==> config.mk <==
export PLATFORM = sky130hd
export DESIGN_NAME = prog_sequencer_flat
export DESIGN_NICKNAME = d
export VERILOG_FILES = /design/src/rtl/prog_seq_if.sv /design/src/rtl/prog_sequencer.sv /design/src/flat_wrapper.sv
export SDC_FILE = /design/constraint.sdc
export NUM_CORES = 1
export LEC_CHECK = 0
export BUFFER_PORTS_ARGS = -buffer_cell sky130_fd_sc_hd__buf_4
export CORE_UTILIZATION = 25
export CTS_BUF_LIST = sky130_fd_sc_hd__clkbuf_16
export CTS_CLUSTER_SIZE = 20
export DETAILED_ROUTE_END_ITERATION = 8
export SLEW_MARGIN = 15
export SYNTH_ARGS = -nofsm -noshare
export SYNTH_HDL_FRONTEND = slang
export SYNTH_SLANG_ARGS = --single-unit
==> constraint.sdc <==
create_clock -name clk -period 3.4 [get_ports clk]
set_input_delay 0.68 -clock clk [delete_from_list [all_inputs] [get_ports clk]]
set_output_delay 0.68 -clock clk [all_outputs]
set_load 0.1 [all_outputs]
==> src/rtl/prog_seq_if.sv <==
// prog_seq_if: handshake and status bundle between the batch sequencer and
// whatever launches batches and hosts the single-cycle core.
//   slave  : the sequencer (samples start/core_done, drives everything else)
//   master : the host side (drives start/core_done, observes status)
// NUM_PROGS must match the NUM_PROGS of the prog_sequencer it is bound to.
interface prog_seq_if #(
    parameter int NUM_PROGS = 3
);
    logic                 start;
    logic                 core_done;
    logic                 core_reset;
    logic [1:0]           pmux;
    logic                 busy;
    logic                 all_done;
    logic                 timeout_err;
    logic [NUM_PROGS-1:0] prog_fail;
    logic [15:0]          cycle_count;

    modport slave (
        input  start,
        input  core_done,
        output core_reset,
        output pmux,
        output busy,
        output all_done,
        output timeout_err,
        output prog_fail,
        output cycle_count
    );

    modport master (
        output start,
        output core_done,
        input  core_reset,
        input  pmux,
        input  busy,
        input  all_done,
        input  timeout_err,
        input  prog_fail,
        input  cycle_count
    );
endinterface

==> src/rtl/prog_sequencer.sv <==
// prog_sequencer: runs programs 0..NUM_PROGS-1 on the single-cycle core back
// to back. For each program it holds the core in reset, releases it, waits for
// its done flag, lets final memory writes drain, then steps to the next
// program. A per-program RUN cycle count is reported on cycle_count.
//
// Optional feature macro: PROG_SEQ_TIMEOUT_EN
//   defined   : each program gets a TIMEOUT-cycle RUN budget; overruns set
//               prog_fail[p] and the sticky timeout_err.
//   undefined : RUN waits for core_done forever, timeout_err/prog_fail are 0,
//               and the shared counter saturates instead of wrapping.
//
// Reset is synchronous and active-low. Every output is a flop.
module prog_sequencer #(
    parameter int NUM_PROGS    = 3,
    parameter int RESET_CYCLES = 2,
    parameter int DONE_GUARD   = 2,
    parameter int DRAIN_CYCLES = 4,
    parameter int TIMEOUT      = 500
) (
    input logic       clk,
    input logic       reset,
    prog_seq_if.slave bus
);

    // Elaboration-time range checks on the configuration.
    if (NUM_PROGS < 1 || NUM_PROGS > 4) begin : g_bad_num_progs
        $error("prog_sequencer: NUM_PROGS must be 1..4");
    end
    if (TIMEOUT < 2 || TIMEOUT > 65535) begin : g_bad_timeout
        $error("prog_sequencer: TIMEOUT must be 2..65535");
    end
    if (RESET_CYCLES < 1 || DRAIN_CYCLES < 1) begin : g_bad_cycles
        $error("prog_sequencer: RESET_CYCLES and DRAIN_CYCLES must be >= 1");
    end

    typedef enum logic [2:0] {
        ST_IDLE,
        ST_RESET_CORE,
        ST_RUN,
        ST_DRAIN,
        ST_NEXT,
        ST_FINISH
    } state_e;

    localparam logic [15:0] RESET_LAST = 16'(RESET_CYCLES - 1);
    localparam logic [15:0] DRAIN_LAST = 16'(DRAIN_CYCLES - 1);
    localparam logic [15:0] GUARD      = 16'(DONE_GUARD);
    localparam logic [1:0]  LAST_PROG  = 2'(NUM_PROGS - 1);
`ifdef PROG_SEQ_TIMEOUT_EN
    localparam logic [15:0] RUN_LAST   = 16'(TIMEOUT - 1);
    localparam logic [15:0] RUN_BUDGET = 16'(TIMEOUT);
`endif

    state_e      state;
    logic [15:0] cnt;
    logic [15:0] cnt_inc;
    logic        core_reset_r;
    logic [1:0]  pmux_r;
    logic        busy_r;
    logic        all_done_r;
    logic [15:0] cycle_count_r;
`ifdef PROG_SEQ_TIMEOUT_EN
    logic                 timeout_err_r;
    logic [NUM_PROGS-1:0] prog_fail_r;
`endif

    // Next value of the shared counter: wraps with the timeout budget in
    // place (it can never reach the top), saturates when RUN is unbounded.
    always_comb begin
`ifdef PROG_SEQ_TIMEOUT_EN
        cnt_inc = cnt + 16'd1;
`else
        cnt_inc = (cnt == 16'hFFFF) ? cnt : cnt + 16'd1;
`endif
    end

    // Batch state machine; every output is registered here.
    // NOTE: all state and outputs use non-blocking assignments so every flop
    // in this block samples pre-edge values, independent of statement order.
    always_ff @(posedge clk) begin
        if (!reset) begin
            state         <= ST_IDLE;
            cnt           <= '0;
            core_reset_r  <= 1'b1;
            pmux_r        <= '0;
            busy_r        <= 1'b0;
            all_done_r    <= 1'b0;
            cycle_count_r <= '0;
`ifdef PROG_SEQ_TIMEOUT_EN
            timeout_err_r <= 1'b0;
            prog_fail_r   <= '0;
`endif
        end else begin
            case (state)
                ST_IDLE: begin
                    core_reset_r <= 1'b1;
                    if (bus.start) begin
                        state      <= ST_RESET_CORE;
                        pmux_r     <= '0;
                        busy_r     <= 1'b1;
                        all_done_r <= 1'b0;
                        cnt        <= '0;
`ifdef PROG_SEQ_TIMEOUT_EN
                        timeout_err_r <= 1'b0;
                        prog_fail_r   <= '0;
`endif
                    end
                end

                ST_RESET_CORE: begin
                    // Core reset is released on the same edge RUN is entered.
                    if (cnt == RESET_LAST) begin
                        state        <= ST_RUN;
                        cnt          <= '0;
                        core_reset_r <= 1'b0;
                    end else begin
                        cnt <= cnt_inc;
                    end
                end

                ST_RUN: begin
                    // A done left over from the previous program is masked by
                    // the guard window; a real done beats a same-cycle timeout.
                    if (bus.core_done && (cnt >= GUARD)) begin
                        cycle_count_r <= cnt_inc;
                        cnt           <= '0;
                        state         <= ST_DRAIN;
                    end
`ifdef PROG_SEQ_TIMEOUT_EN
                    else if (cnt == RUN_LAST) begin
                        for (int p = 0; p < NUM_PROGS; p++) begin
                            if (pmux_r == 2'(p)) begin
                                prog_fail_r[p] <= 1'b1;
                            end
                        end
                        timeout_err_r <= 1'b1;
                        cycle_count_r <= RUN_BUDGET;
                        cnt           <= '0;
                        core_reset_r  <= 1'b1;
                        state         <= ST_NEXT;
                    end
`endif
                    else begin
                        cnt <= cnt_inc;
                    end
                end

                ST_DRAIN: begin
                    // Core keeps running so its last data-memory writes land.
                    if (cnt == DRAIN_LAST) begin
                        cnt          <= '0;
                        core_reset_r <= 1'b1;
                        state        <= ST_NEXT;
                    end else begin
                        cnt <= cnt_inc;
                    end
                end

                ST_NEXT: begin
                    if (pmux_r == LAST_PROG) begin
                        busy_r     <= 1'b0;
                        all_done_r <= 1'b1;
                        state      <= ST_FINISH;
                    end else begin
                        pmux_r <= pmux_r + 2'd1;
                        cnt    <= '0;
                        state  <= ST_RESET_CORE;
                    end
                end

                ST_FINISH: begin
                    state <= ST_IDLE;
                end

                default: begin
                    state <= ST_IDLE;
                end
            endcase
        end
    end

    assign bus.core_reset  = core_reset_r;
    assign bus.pmux        = pmux_r;
    assign bus.busy        = busy_r;
    assign bus.all_done    = all_done_r;
    assign bus.cycle_count = cycle_count_r;
`ifdef PROG_SEQ_TIMEOUT_EN
    assign bus.timeout_err = timeout_err_r;
    assign bus.prog_fail   = prog_fail_r;
`else
    assign bus.timeout_err = 1'b0;
    assign bus.prog_fail   = '0;
`endif

endmodule

==> src/flat_wrapper.sv <==
// flat-port wrapper written by rule: the top's interface ports become plain ports
module prog_sequencer_flat 
#(
    parameter int NUM_PROGS    = 3,
    parameter int RESET_CYCLES = 2,
    parameter int DONE_GUARD   = 2,
    parameter int DRAIN_CYCLES = 4,
    parameter int TIMEOUT      = 500
)
  (clk, reset, bus_start, bus_core_done, bus_core_reset, bus_pmux, bus_busy, bus_all_done, bus_timeout_err, bus_prog_fail, bus_cycle_count);
  prog_seq_if #(.NUM_PROGS(NUM_PROGS)) bus_i ();
  input logic clk;
  input logic reset;
  input wire logic [$bits(bus_i.start)-1:0] bus_start;
  input wire logic [$bits(bus_i.core_done)-1:0] bus_core_done;
  output wire logic [$bits(bus_i.core_reset)-1:0] bus_core_reset;
  output wire logic [$bits(bus_i.pmux)-1:0] bus_pmux;
  output wire logic [$bits(bus_i.busy)-1:0] bus_busy;
  output wire logic [$bits(bus_i.all_done)-1:0] bus_all_done;
  output wire logic [$bits(bus_i.timeout_err)-1:0] bus_timeout_err;
  output wire logic [$bits(bus_i.prog_fail)-1:0] bus_prog_fail;
  output wire logic [$bits(bus_i.cycle_count)-1:0] bus_cycle_count;
  assign bus_i.start = bus_start;
  assign bus_i.core_done = bus_core_done;
  assign bus_core_reset = bus_i.core_reset;
  assign bus_pmux = bus_i.pmux;
  assign bus_busy = bus_i.busy;
  assign bus_all_done = bus_i.all_done;
  assign bus_timeout_err = bus_i.timeout_err;
  assign bus_prog_fail = bus_i.prog_fail;
  assign bus_cycle_count = bus_i.cycle_count;
  prog_sequencer #(.NUM_PROGS(NUM_PROGS), .RESET_CYCLES(RESET_CYCLES), .DONE_GUARD(DONE_GUARD), .DRAIN_CYCLES(DRAIN_CYCLES), .TIMEOUT(TIMEOUT)) u_core (.clk(clk), .reset(reset), .bus(bus_i));
endmodule
### After elaboration in Yosys (flattened, before gate mapping)

Index checks and enable logic that the tools add are counted.

* $add $sub $neg: 2
* magnitude comparators: 1
* equal/unequal tests: 14
* multiplexer cells: 25
* reductions and logical operators: 11

Operators by type and width (number)
* $mux W16: 6
* $pmux W16 S5: 1
* $add A16 B1 Y16 const B: 1
* $eq A16 B1 Y1 const B: 1
* $eq A16 B16 Y1 const B: 1
* $eq A16 B2 Y1 const B: 1
* $ge A16 B2 Y1 const B: 1
* $mux W3: 5
* $pmux W3 S5: 1
* $reduce_and A3 Y1: 4
* $ne A2 B1 Y1 const B: 4
* $eq A3 B2 Y1 const B: 2
* $mux W1: 6
* $reduce_bool A5 Y1: 1
* $mux W2: 2
* $ne A2 B2 Y1 const B: 2
* $pmux W1 S2: 2
* $pmux W2 S2: 1
* $reduce_and A4 Y1: 1
* $eq A3 B1 Y1 const B: 1
* $eq A3 B3 Y1 const B: 1
* $logic_not A3 Y1: 1
* $pmux W1 S3: 1
* $reduce_bool A3 Y1: 1
* other kinds (5): 5

* register bits after elaboration: 40
* input bits: 4
* output and inout bits: 25
* logic and storage cells: 60

### Logic depth before layout (Yosys ltp)

Gate-level depths: netlist (run 1).

* depth in word-level cells: 4
* gate-level depth with buffers: 8
* gate-level depth less buffers: 7

### Worst setup path before layout (run 1)

No wires, ideal clock.

* path type: register to register
* from: reg u_core.pmux_r[0], in the netlist u_core.bus.pmux[0]
* to: reg u_core.cnt[0]
* library setup time: 0.145 ns
* arrival: 2.490 ns
* data required time: 3.255 ns
* setup slack: 0.766 ns
* stages on the path, launching flop included: 9
* path buffers: 1
* clock period less this slack: 2.634 ns
* cell sequence: dfxtp_1 inv_1 ha_1 or3_1 a22o_1 and2_1 buf_1 inv_1 o221ai_1

* word-level cells in the longest chain between the ends: 3

Ends and longest elaborated chain
* start: declaration: RTL line prog_sequencer.sv:58 `logic [1:0] pmux_r;`
* start signal: assignment: RTL line prog_sequencer.sv:165 `pmux_r <= pmux_r + 2'd1;`
* $eq A2 B2 Y1: RTL line prog_sequencer.sv:160 `if (pmux_r == LAST_PROG) begin`
* $ne A2 B2 Y1 (no line)
* $reduce_and A3 Y1 (no line)
* end signal: assignment: RTL line prog_sequencer.sv:117 `cnt <= cnt_inc;`
* end signal: assignment: RTL line prog_sequencer.sv:144 `cnt <= cnt_inc;`
* end signal: assignment: RTL line prog_sequencer.sv:155 `cnt <= cnt_inc;`
* end: declaration: RTL line prog_sequencer.sv:55 `logic [15:0] cnt;`

Every way passes these cells.
A chain may end at the register's enable or synchronous reset.

### Worst setup path after layout (run 1)

* from: reg u_core.cnt[6]
* to: reg u_core.cnt[9]

* word-level cells in the longest chain between the ends: 4
* elaborated cells on any way between the ends: 11
* those cells by class: add/sub (1); order compare (1); eq/ne (3); mux (5); reduce/logical (1)

Ends and longest elaborated chain
* $add A16 B1 Y16 (tied with other cells): RTL line prog_sequencer.sv:73 `cnt_inc = (cnt == 16'hFFFF) ? cnt : cnt + 16'd1;`
* $mux W16 / $logic_and A1 B1 Y1 (equally long branches): RTL line prog_sequencer.sv:73, prog_sequencer.sv:124
* $mux W16, on equally long branches: RTL line prog_sequencer.sv:150, prog_sequencer.sv:112, prog_sequencer.sv:124
* $pmux W16 S5 *: RTL line prog_sequencer.sv:94 `case (state)`

Every way passes the cells marked *; elsewhere a longest branch is shown, timed or not.

==> results.sh, run 1 <==
export IMPL_synth_seq_area_share_pct=36.1
export IMPL_clockBufferDepth=2
export IMPL_yosys_warnings=0
export IMPL_grt_max_degree=32
export IMPL_cts_buffers_inserted=5
export IMPL_dieWidth_um=96.3
export IMPL_cp_slowest_stage_delay_ns=0.66
export IMPL_clk_latency_ns=0.29
export IMPL_hold_depth=2
export IMPL_fmax_mhz=375
export IMPL_core_mm2=0.00868
export IMPL_outcome="complete, no violations"
export IMPL_start_kind="register"
export IMPL_crit_chain="or4_4 -> or4_1 -> mux2i_1 -> nor2_1 -> o221ai_1"
export IMPL_clk_pin_slew_ns=0.06
export IMPL_dp_hpwl_mm=3.77
export IMPL_hold_path_class="register to register"
export IMPL_htreeDepth=2
export IMPL_fin_crit_ns=2.67
export IMPL_reg2regPathDepth=5
export IMPL_syn_inst=288
export IMPL_period_share_pct=78.5
export IMPL_overflow=0
export IMPL_skew_ns=0.00687
export IMPL_rows=34
export IMPL_cpMaxStageDelayCell="or4_1"
export IMPL_end_kind="register"
export IMPL_tns_ns=0
export IMPL_area_delta_synth_final_pct=17.4
export IMPL_slew_violations=0
export IMPL_p_per_area_mw_per_mm2=599
export IMPL_drtAntennaViolNets=0
export IMPL_synth_area_mm2=0.00222
export IMPL_cts_root_buffer="clkbuf_16"
export IMPL_wl_mm=5.39
export IMPL_tightestPinTransition_ns=0.806
export IMPL_cts_setup_buffers=0
export IMPL_start_util_pct=25.6
export IMPL_ios=29
export IMPL_num_fill_cells=961
export IMPL_synth_edf_count=0
export IMPL_die_height_um=96.3
export IMPL_grt_pass1_wl_mm=9.17
export IMPL_port_buffers=24
export IMPL_drt_vias_per_instance=5.12
export IMPL_cap_viol_max_count=0
export IMPL_synth_ff_type="dfxtp_1"
export IMPL_vias=2103
export IMPL_synth_cell_types=52
export IMPL_yosys_register_bits=40
export IMPL_finalSetupViolations=0
export IMPL_cts_sinks=40
export IMPL_holdBufCountCts=0
export IMPL_critPathArrivalTime_ns=2.81
export IMPL_drive_gt1_share_pct=13.9
export IMPL_dr_pass1_iters=4
export IMPL_power_mw=1.56
export IMPL_p_leak_nw=0.944
export IMPL_rsz0062_at_grt="false"
export IMPL_required_ns=3.54
export IMPL_diodes=0
export IMPL_slew_headroom_pct=45.7
export IMPL_first_iter_violations=191
export IMPL_async_flop_share_pct=0
export IMPL_nets=310
export IMPL_cts_tree="built"
export IMPL_hold_violations=0
export IMPL_wl_per_cell_um=13.1
export IMPL_syn_avg_cell_area_um2=7.71
export IMPL_grt_antenna_before_repair=0
export IMPL_dieArea_mm2=0.00926
export IMPL_grt_pass1_vias=2000
export IMPL_cp_max_fo=9
export IMPL_peakVddDrop_mv=0.220
export IMPL_grt_use_total_pct=12.8
export IMPL_cts_resized_gates=0
export IMPL_drcViolationCount=0
export IMPL_critPathKind="register to register"
export IMPL_gp_congestion=0.839
==> through the flow <==
| stage | area [µm²] | std cells | setup WS (ns) | hold slack [ns] | util, % |
|---|---|---|---|---|---|
| after floorplan | 2230 | 291 | 0.766 | 0.466 | - |
| after global placement | 2440 | 403 | 0.826 | 0.464 | 28.1 |
| after detailed placement | 2440 | 403 | 0.749 | 0.465 | 28.1 |
| after CTS | 2610 | 411 | 0.753 | 0.477 | 30.0 |
| after global routing | 2610 | 411 | 0.587 | 0.497 | 30.0 |
| final | 2610 | 411 | 0.731 | 0.473 | 30.0 |
==> logic make-up (layout without fill, tap and decap cells) <==
kind of cell    Yosys count  after routing  share of synthesized area (%)
mux                       3              3                           1.35
xor+xnor                  3              3                           1.18
compound gates           84             84                           24.9
flops                    40             40                           36.1
buf+inv                  34             46                           7.61
fa+ha+maj                 4              4                           2.25
simple gates            119            119                           26.5
other cells               1              4                          0.169
==> final cells by class <==
cell class	count	area (µm²)	area share [%]
clock buffer	5	125	4.80
clock inverter	3	42.5	1.63
inverter	12	45.0	1.73
multi-input combinational	217	1260	48.4
sequential	40	801	30.7
tap	108	135	5.18
timing repair buffer	26	195	7.49
==> worst max-delay path, delay by kind of cell (launching register included) <==
family	cells	cell delay [ns]
compound gates	1	0.22
flops	1	0.39
mux	1	0.19
simple gates	3	1.72
==> power by group <==
| group | leakage [nW] | switching (mW) | total, mW | internal (mW) |
|---|---|---|---|---|
| clock | 0.0798 | 0.203 | 0.548 | 0.345 |
| combinational | 0.541 | 0.330 | 0.456 | 0.126 |
| sequential | 0.323 | 0.0565 | 0.557 | 0.500 |
| total | 0.944 | 0.590 | 1.56 | 0.971 |
==> metal layers <==
| layer | GRT usage [%] | up-vias | wire length [µm] |
|---|---|---|---|
| met3 | 2.05 | 8 | 240 |
| li1 | - | 1057 | - |
| met2 | 21.6 | 37 | 2550 |
| met4 | 5.22 | 0 | 89 |
| met5 | 0 | - | 0 |
| met1 | 16.0 | 1001 | 2520 |
==> cells in the mapped netlist (4+ instances only) <==
cell type	n	area share [%]
ha_1	4	2.3
o21a_1	4	1.4
a22oi_1	4	1.4
o22ai_1	6	1.7
nand3_1	13	2.9
nor3_1	11	2.5
buf_4	4	1.4
clkbuf_1	11	1.9
nor2_1	24	4.1
or2_2	4	1.1
inv_1	12	2.0
nor4_1	6	1.7
nand2b_1	6	1.7
or4_1	4	1.4
o21ai_0	19	4.3
nand2_1	34	5.7
dfxtp_1	40	36
a21oi_1	22	5.0
o21ai_1	4	0.90
==> cells in the final DEF, fill, tap and decap left out, types with 2 or more instances in the layout <==
cell       instances
mux2i_1            3
and2_1             3
a22oi_1            4
dfxtp_1           40
nor2_1            24
clkbuf_16          5
nor2b_1            3
o21a_1             4
nand4_1            3
a31oi_1            3
o22ai_1            6
a21oi_1           22
or4_1              4
nand3_1           13
o211ai_1           3
o21ai_1            4
nand2b_1           6
nand2_1           34
conb_1             4
o21ai_0           19
buf_4             26
nor3_1            11
o221ai_1           3
xnor2_1            2
or2_2              4
ha_1               4
inv_1             12
o2111ai_1          2
nor4_1             6
a22o_1             2
o41ai_1            2
or3_1              2
==> final timing paths <==
kind,slack [ns],end,startpoint
setup / recovery,0.73,u_core.cnt[9],u_core.cnt[6]
setup reg to reg,0.73,u_core.cnt[9],u_core.cnt[6]
hold / removal,0.47,u_core.bus.cycle_count[10],u_core.bus.cycle_count[10]
hold reg to reg,0.47,u_core.bus.cycle_count[10],u_core.bus.cycle_count[10]
==> flip-flops by register name, indices dropped and copies added (netlist names) <==
signal                  count
u_core.bus.cycle_count     16
u_core.cnt                 16
u_core.state                3
u_core.bus.pmux             2
u_core.bus.all_done         1
u_core.bus.busy             1
u_core.bus.core_reset       1
Note: power is estimated with default switching activity, not from simulation.
==> run 2, diff against run 1 <==
Clock period 3.4 ns to 2.45 ns, I/O delays scaled along.
==> results.sh, run 2 (synthesis results as in run 1) <==
export IMPL_hold_path_class="register to register"
export IMPL_period_share_pct=95.5
export IMPL_grt_pass1_wl_mm=9.41
export IMPL_ff2ff_setup_slack_ns=0.11
export IMPL_dieWidth_um=96.3
export IMPL_dr_pass1_iters=4
export IMPL_overflow=0
export IMPL_cp_max_fo=8
export IMPL_nets=322
export IMPL_dieArea_mm2=0.00926
export IMPL_num_fill_cells=964
export IMPL_start_util_pct=25.6
export IMPL_ios=29
export IMPL_fin_crit_ns=2.34
export IMPL_gp_congestion=0.850
export IMPL_cpMaxStageDelayCell="o41ai_1"
export IMPL_whs_ns=0.478
export IMPL_layout_setup_ws_ns=0.110
export IMPL_grt_pass1_vias=1996
export IMPL_critPathKind="register to register"
export IMPL_port_buffers=24
export IMPL_reg2regPathDepth=5
export IMPL_cts_root_buffer="clkbuf_16"
export IMPL_cts_buffers_inserted=5
export IMPL_die_height_um=96.3
export IMPL_drtAntennaViolNets=0
export IMPL_p_per_area_mw_per_mm2=777
export IMPL_diodes=0
export IMPL_wl_per_cell_um=12.8
export IMPL_drive_gt1_share_pct=17.5
export IMPL_clk_latency_ns=0.29
export IMPL_worstHoldStart="u_core.bus.cycle_count[11]"
export IMPL_cts_tree="built"
export IMPL_htreeDepth=2
export IMPL_min_to="u_core.bus.cycle_count[11]"
export IMPL_cap_viol_max_count=0
export IMPL_start_kind="register"
export IMPL_grt_antenna_before_repair=0
export IMPL_tightestPinTransition_ns=0.623
export IMPL_slew_headroom_pct=57.9
export IMPL_peakVddDrop_mv=0.268
export IMPL_crit_chain="or4_4 -> o41ai_1 -> o211ai_4 -> a2111o_1 -> a21oi_1"
export IMPL_r2r_start="u_core.cnt[7]"
export IMPL_dp_hpwl_mm=3.83
export IMPL_multiInputGateArea_mm2=0.00128
export IMPL_hold_depth=2
export IMPL_fmax_mhz=427
export IMPL_rows=34
export IMPL_core_mm2=0.00868
export IMPL_crit_family="compound AO/OA/AOI/OAI gates"
export IMPL_drt_vias_per_instance=4.99
export IMPL_outcome="complete, no violations"
export IMPL_final_common_cell="dfxtp_1"
export IMPL_cp_buffers_inverters=0
export IMPL_seq_area_um2=802
export IMPL_finalSetupViolations=0
export IMPL_required_ns=2.67
export IMPL_worst_path_stages=5
export IMPL_hold_violations=0
export IMPL_finalCoreUtilization_pct=31.0
export IMPL_cts_sinks=40
export IMPL_timing_rr_end="u_core.state[0]"
export IMPL_slew_violations=0
export IMPL_mostFrequentLayoutCells="39 x dfxtp_1, 38 x buf_4, 34 x nand2_1"
export IMPL_vias=2110
export IMPL_first_iter_violations=112
export IMPL_grt_use_total_pct=13.2
export IMPL_wl_mm=5.41
export IMPL_area_delta_synth_final_pct=21.0
export IMPL_critPathArrivalTime_ns=2.56
export IMPL_p_leak_nw=0.999
export IMPL_clk_pin_slew_ns=0.06
export IMPL_drcViolationCount=0
export IMPL_end_kind="register"
export IMPL_post_place_ws_ns=0.0883
export IMPL_skew_ns=0.00848
export IMPL_cp_slowest_stage_delay_ns=0.63
export IMPL_grt_max_degree=32
export IMPL_clockBufferDepth=2
run 2: cell count changes in the layout (fill, tap and decap cells not counted), sizes merged:
cell,change
buf,+12
inv,+2
bufinv,-1
clkinvlp,-1
run 2: final cells by class:
type | instances | area share, %
Inverter | 12 | 1.68
Timing Repair Buffer | 38 | 10.6
Multi-Input combinational cell | 217 | 47.6
Tap cell | 108 | 5.03
Sequential cell | 40 | 29.9
Clock buffer | 5 | 4.66
Clock inverter | 3 | 0.605
run 2: metal layers:
layer	GRT usage (%)	up-vias	part of all wire, %
met5	0	-	0
met4	4.85	0	2.0
met3	3.08	11	4.3
met2	21.9	45	47
met1	16.5	968	47
li1	-	1086	-
run 2: worst min-delay path: cells and delay by family, from the launching register on:
kind             cells  cell delay [ns]
flip-flops           1             0.31
AO/OA/AOI/OAI        1             0.05
AND/OR/NAND/NOR      1             0.07
run 2: how the worst max path moves through the flow:
stage	from	endpoint	slack [ns]
4_1_cts	u_core.cnt[7]	u_core.cnt[13]	0.07
5_1_grt	u_core.cnt[7]	u_core.state[0]	-0.04
2_1_floorplan	u_core.cnt[6]	u_core.bus.cycle_count[8]	0.07
6_report	u_core.cnt[7]	u_core.state[0]	0.11
3_5_place_dp	u_core.cnt[7]	u_core.bus.cycle_count[8]	0.09
3_3_place_gp	u_core.cnt[7]	u_core.bus.cycle_count[8]	0.11
run 2: timing repair:
action	in CTS	in global routing
setup buffers	0	0
hold buffers	0	0
setup endpoints to repair	0	4
gates resized for setup	0	3
run 2: metrics by stage:
step | setup TNS [ns] | power, mW | cells | cell area [µm²]
2_1_floorplan | 0 | 1.28 | 291 | 2230
3_3_place_gp | 0 | 1.44 | 415 | 2530
3_5_place_dp | 0 | 1.45 | 415 | 2530
4_1_cts | 0 | 2.09 | 423 | 2670
5_1_grt | -0.0397 | 2.23 | 423 | 2690
6_report | 0 | 2.09 | 423 | 2690
run 2: power by group:
part | leakage (nW) | switching, mW | total [mW] | internal (mW)
sequential | 0.324 | 0.0795 | 0.774 | 0.695
combinational | 0.599 | 0.463 | 0.680 | 0.217
clock | 0.0764 | 0.261 | 0.632 | 0.372
==> run 3, diff against run 2 <==
Settings changed: BUFFER_PORTS_ARGS -buffer_cell sky130_fd_sc_hd__buf_4 to unset, CORE_MARGIN set to 3, DONT_BUFFER_PORTS set to 1.
==> results.sh, run 3 (synthesis results as in run 1) <==
export IMPL_outcome="complete, no violations"
export IMPL_peakVddDrop_mv=0.258
export IMPL_tns_ns=0
export IMPL_grt_pass1_vias=1994
export IMPL_port_buffers=0
export IMPL_seqPwrFrac_pct=36.9
export IMPL_die_height_um=100
export IMPL_cts_tree="built"
export IMPL_skew_ns=0.00790
export IMPL_drt_vias_per_instance=5.10
export IMPL_cts_buffers_inserted=5
export IMPL_pwr_share_comb_pct=33.1
export IMPL_worstHoldStart="reset"
export IMPL_wl_per_cell_um=14.4
export IMPL_p_leak_nw=1.02
export IMPL_gp_congestion=0.846
export IMPL_rows=33
export IMPL_intPower_mw=1.28
export IMPL_dieArea_mm2=0.0101
export IMPL_mostFrequentLayoutCells="39 x buf_4, 39 x dfxtp_1, 34 x nand2_1"
export IMPL_required_ns=2.62
export IMPL_grt_antenna_before_repair=0
export IMPL_first_iter_violations=135
export IMPL_finalCoreUtilization_pct=32.2
export IMPL_dp_hpwl_mm=4.16
export IMPL_switching_share_pct=38.9
export IMPL_power_mw=2.10
export IMPL_tightestPinTransition_ns=0.745
export IMPL_critPathKind="register to register"
export IMPL_grt_use_total_pct=11.8
export IMPL_nets=324
export IMPL_start_util_pct=26.4
export IMPL_cp_max_fo=16
export IMPL_slew_violations=0
export IMPL_drcViolationCount=0
export IMPL_end_kind="register"
export IMPL_grt_pass1_wl_mm=9.48
export IMPL_fmax_mhz=431
export IMPL_cts_root_buffer="clkbuf_16"
export IMPL_finalSetupViolations=0
export IMPL_grt_max_degree=32
export IMPL_clockBufferDepth=2
export IMPL_cts_resized_gates=0
export IMPL_cap_viol_max_count=0
export IMPL_cts_setup_buffers=0
export IMPL_dieWidth_um=100
export IMPL_whs_ns=0.344
export IMPL_dr_pass1_iters=4
export IMPL_diodes=0
export IMPL_htreeDepth=2
export IMPL_period_share_pct=94.8
export IMPL_p_clk_share_pct=30.0
export IMPL_core_mm2=0.00842
export IMPL_ff2ff_setup_slack_ns=0.13
export IMPL_area_delta_synth_final_pct=22.2
export IMPL_holdBufCountCts=0
export IMPL_drtAntennaViolNets=0
export IMPL_rsz0062_at_grt="false"
export IMPL_placed_area_mm2=0.00253
export IMPL_clk_pin_slew_ns=0.05
export IMPL_fin_crit_ns=2.32
export IMPL_startpoint="u_core.cnt[8]"
export IMPL_hold_path_class="input pin to register"
export IMPL_overflow=0
export IMPL_ios=29
export IMPL_cts_sinks=40
export IMPL_wl_mm=6.07
export IMPL_hold_violations=0
export IMPL_clk_latency_ns=0.28
export IMPL_p_sw_mw=0.815
export IMPL_drive_gt1_share_pct=18.3
export IMPL_critPathArrivalTime_ns=2.50
export IMPL_r2r_start="u_core.cnt[8]"
export IMPL_slew_headroom_pct=50.3
export IMPL_p_per_area_mw_per_mm2=772
export IMPL_start_kind="register"
export IMPL_final_area_mm2=0.00271
export IMPL_vias=2151
run 3: path summary, 6_finish.rpt:
path                           endpoint  cells after the start
min           u_core.bus.cycle_count[8]                      1
max reg2reg   u_core.bus.cycle_count[8]                      5
min reg2reg  u_core.bus.cycle_count[11]                      2
max           u_core.bus.cycle_count[8]                      5
run 3: layer usage:
layer / vias up / track usage, % / routed length (µm) / share of wire [%]
li1: 1105 / - / - / -
met1: 999 / 15.5 / 2990 / 49
met2: 40 / 18.5 / 2670 / 44
met3: 7 / 4.31 / 341 / 5.6
met4: 0 / 2.49 / 63 / 1.0
met5: - / 0 / 0 / 0
run 3: cell type report:
class                   count  area (µm²)
clock buffers               5         125
multi-input cells         218        1300
fillers                   903        5710
inverters                  12        45.0
flip-flops and latches     40         802
clock inverters             3        13.8
repair buffers             39         293
well taps                 105         131
run 3: critical path, cell delays in order (launching register included):
cell and delay [ns]:
dfxtp_1 0.35, or4_4 0.51, or4_4 0.58, o311a_4 0.47, o21a_1 0.14, o21a_1 0.16
run 3: power by group through the flow:
stage	Clock [mW]	Combinational (mW)	Sequential [mW]
2_1_floorplan	0	0.425	0.859
3_3_place_gp	0	0.653	0.782
3_5_place_dp	0	0.660	0.784
4_1_cts	0.645	0.662	0.769
5_1_grt	0.676	0.755	0.788
6_report	0.628	0.694	0.774
run 3: metrics by stage:
step	worst slack [ns]	cells
after floorplan	0.0698	291
after global placement	0.131	413
after detailed placement	0.0947	413
after CTS	0.0863	421
after global routing	0.0505	422
final	0.128	422
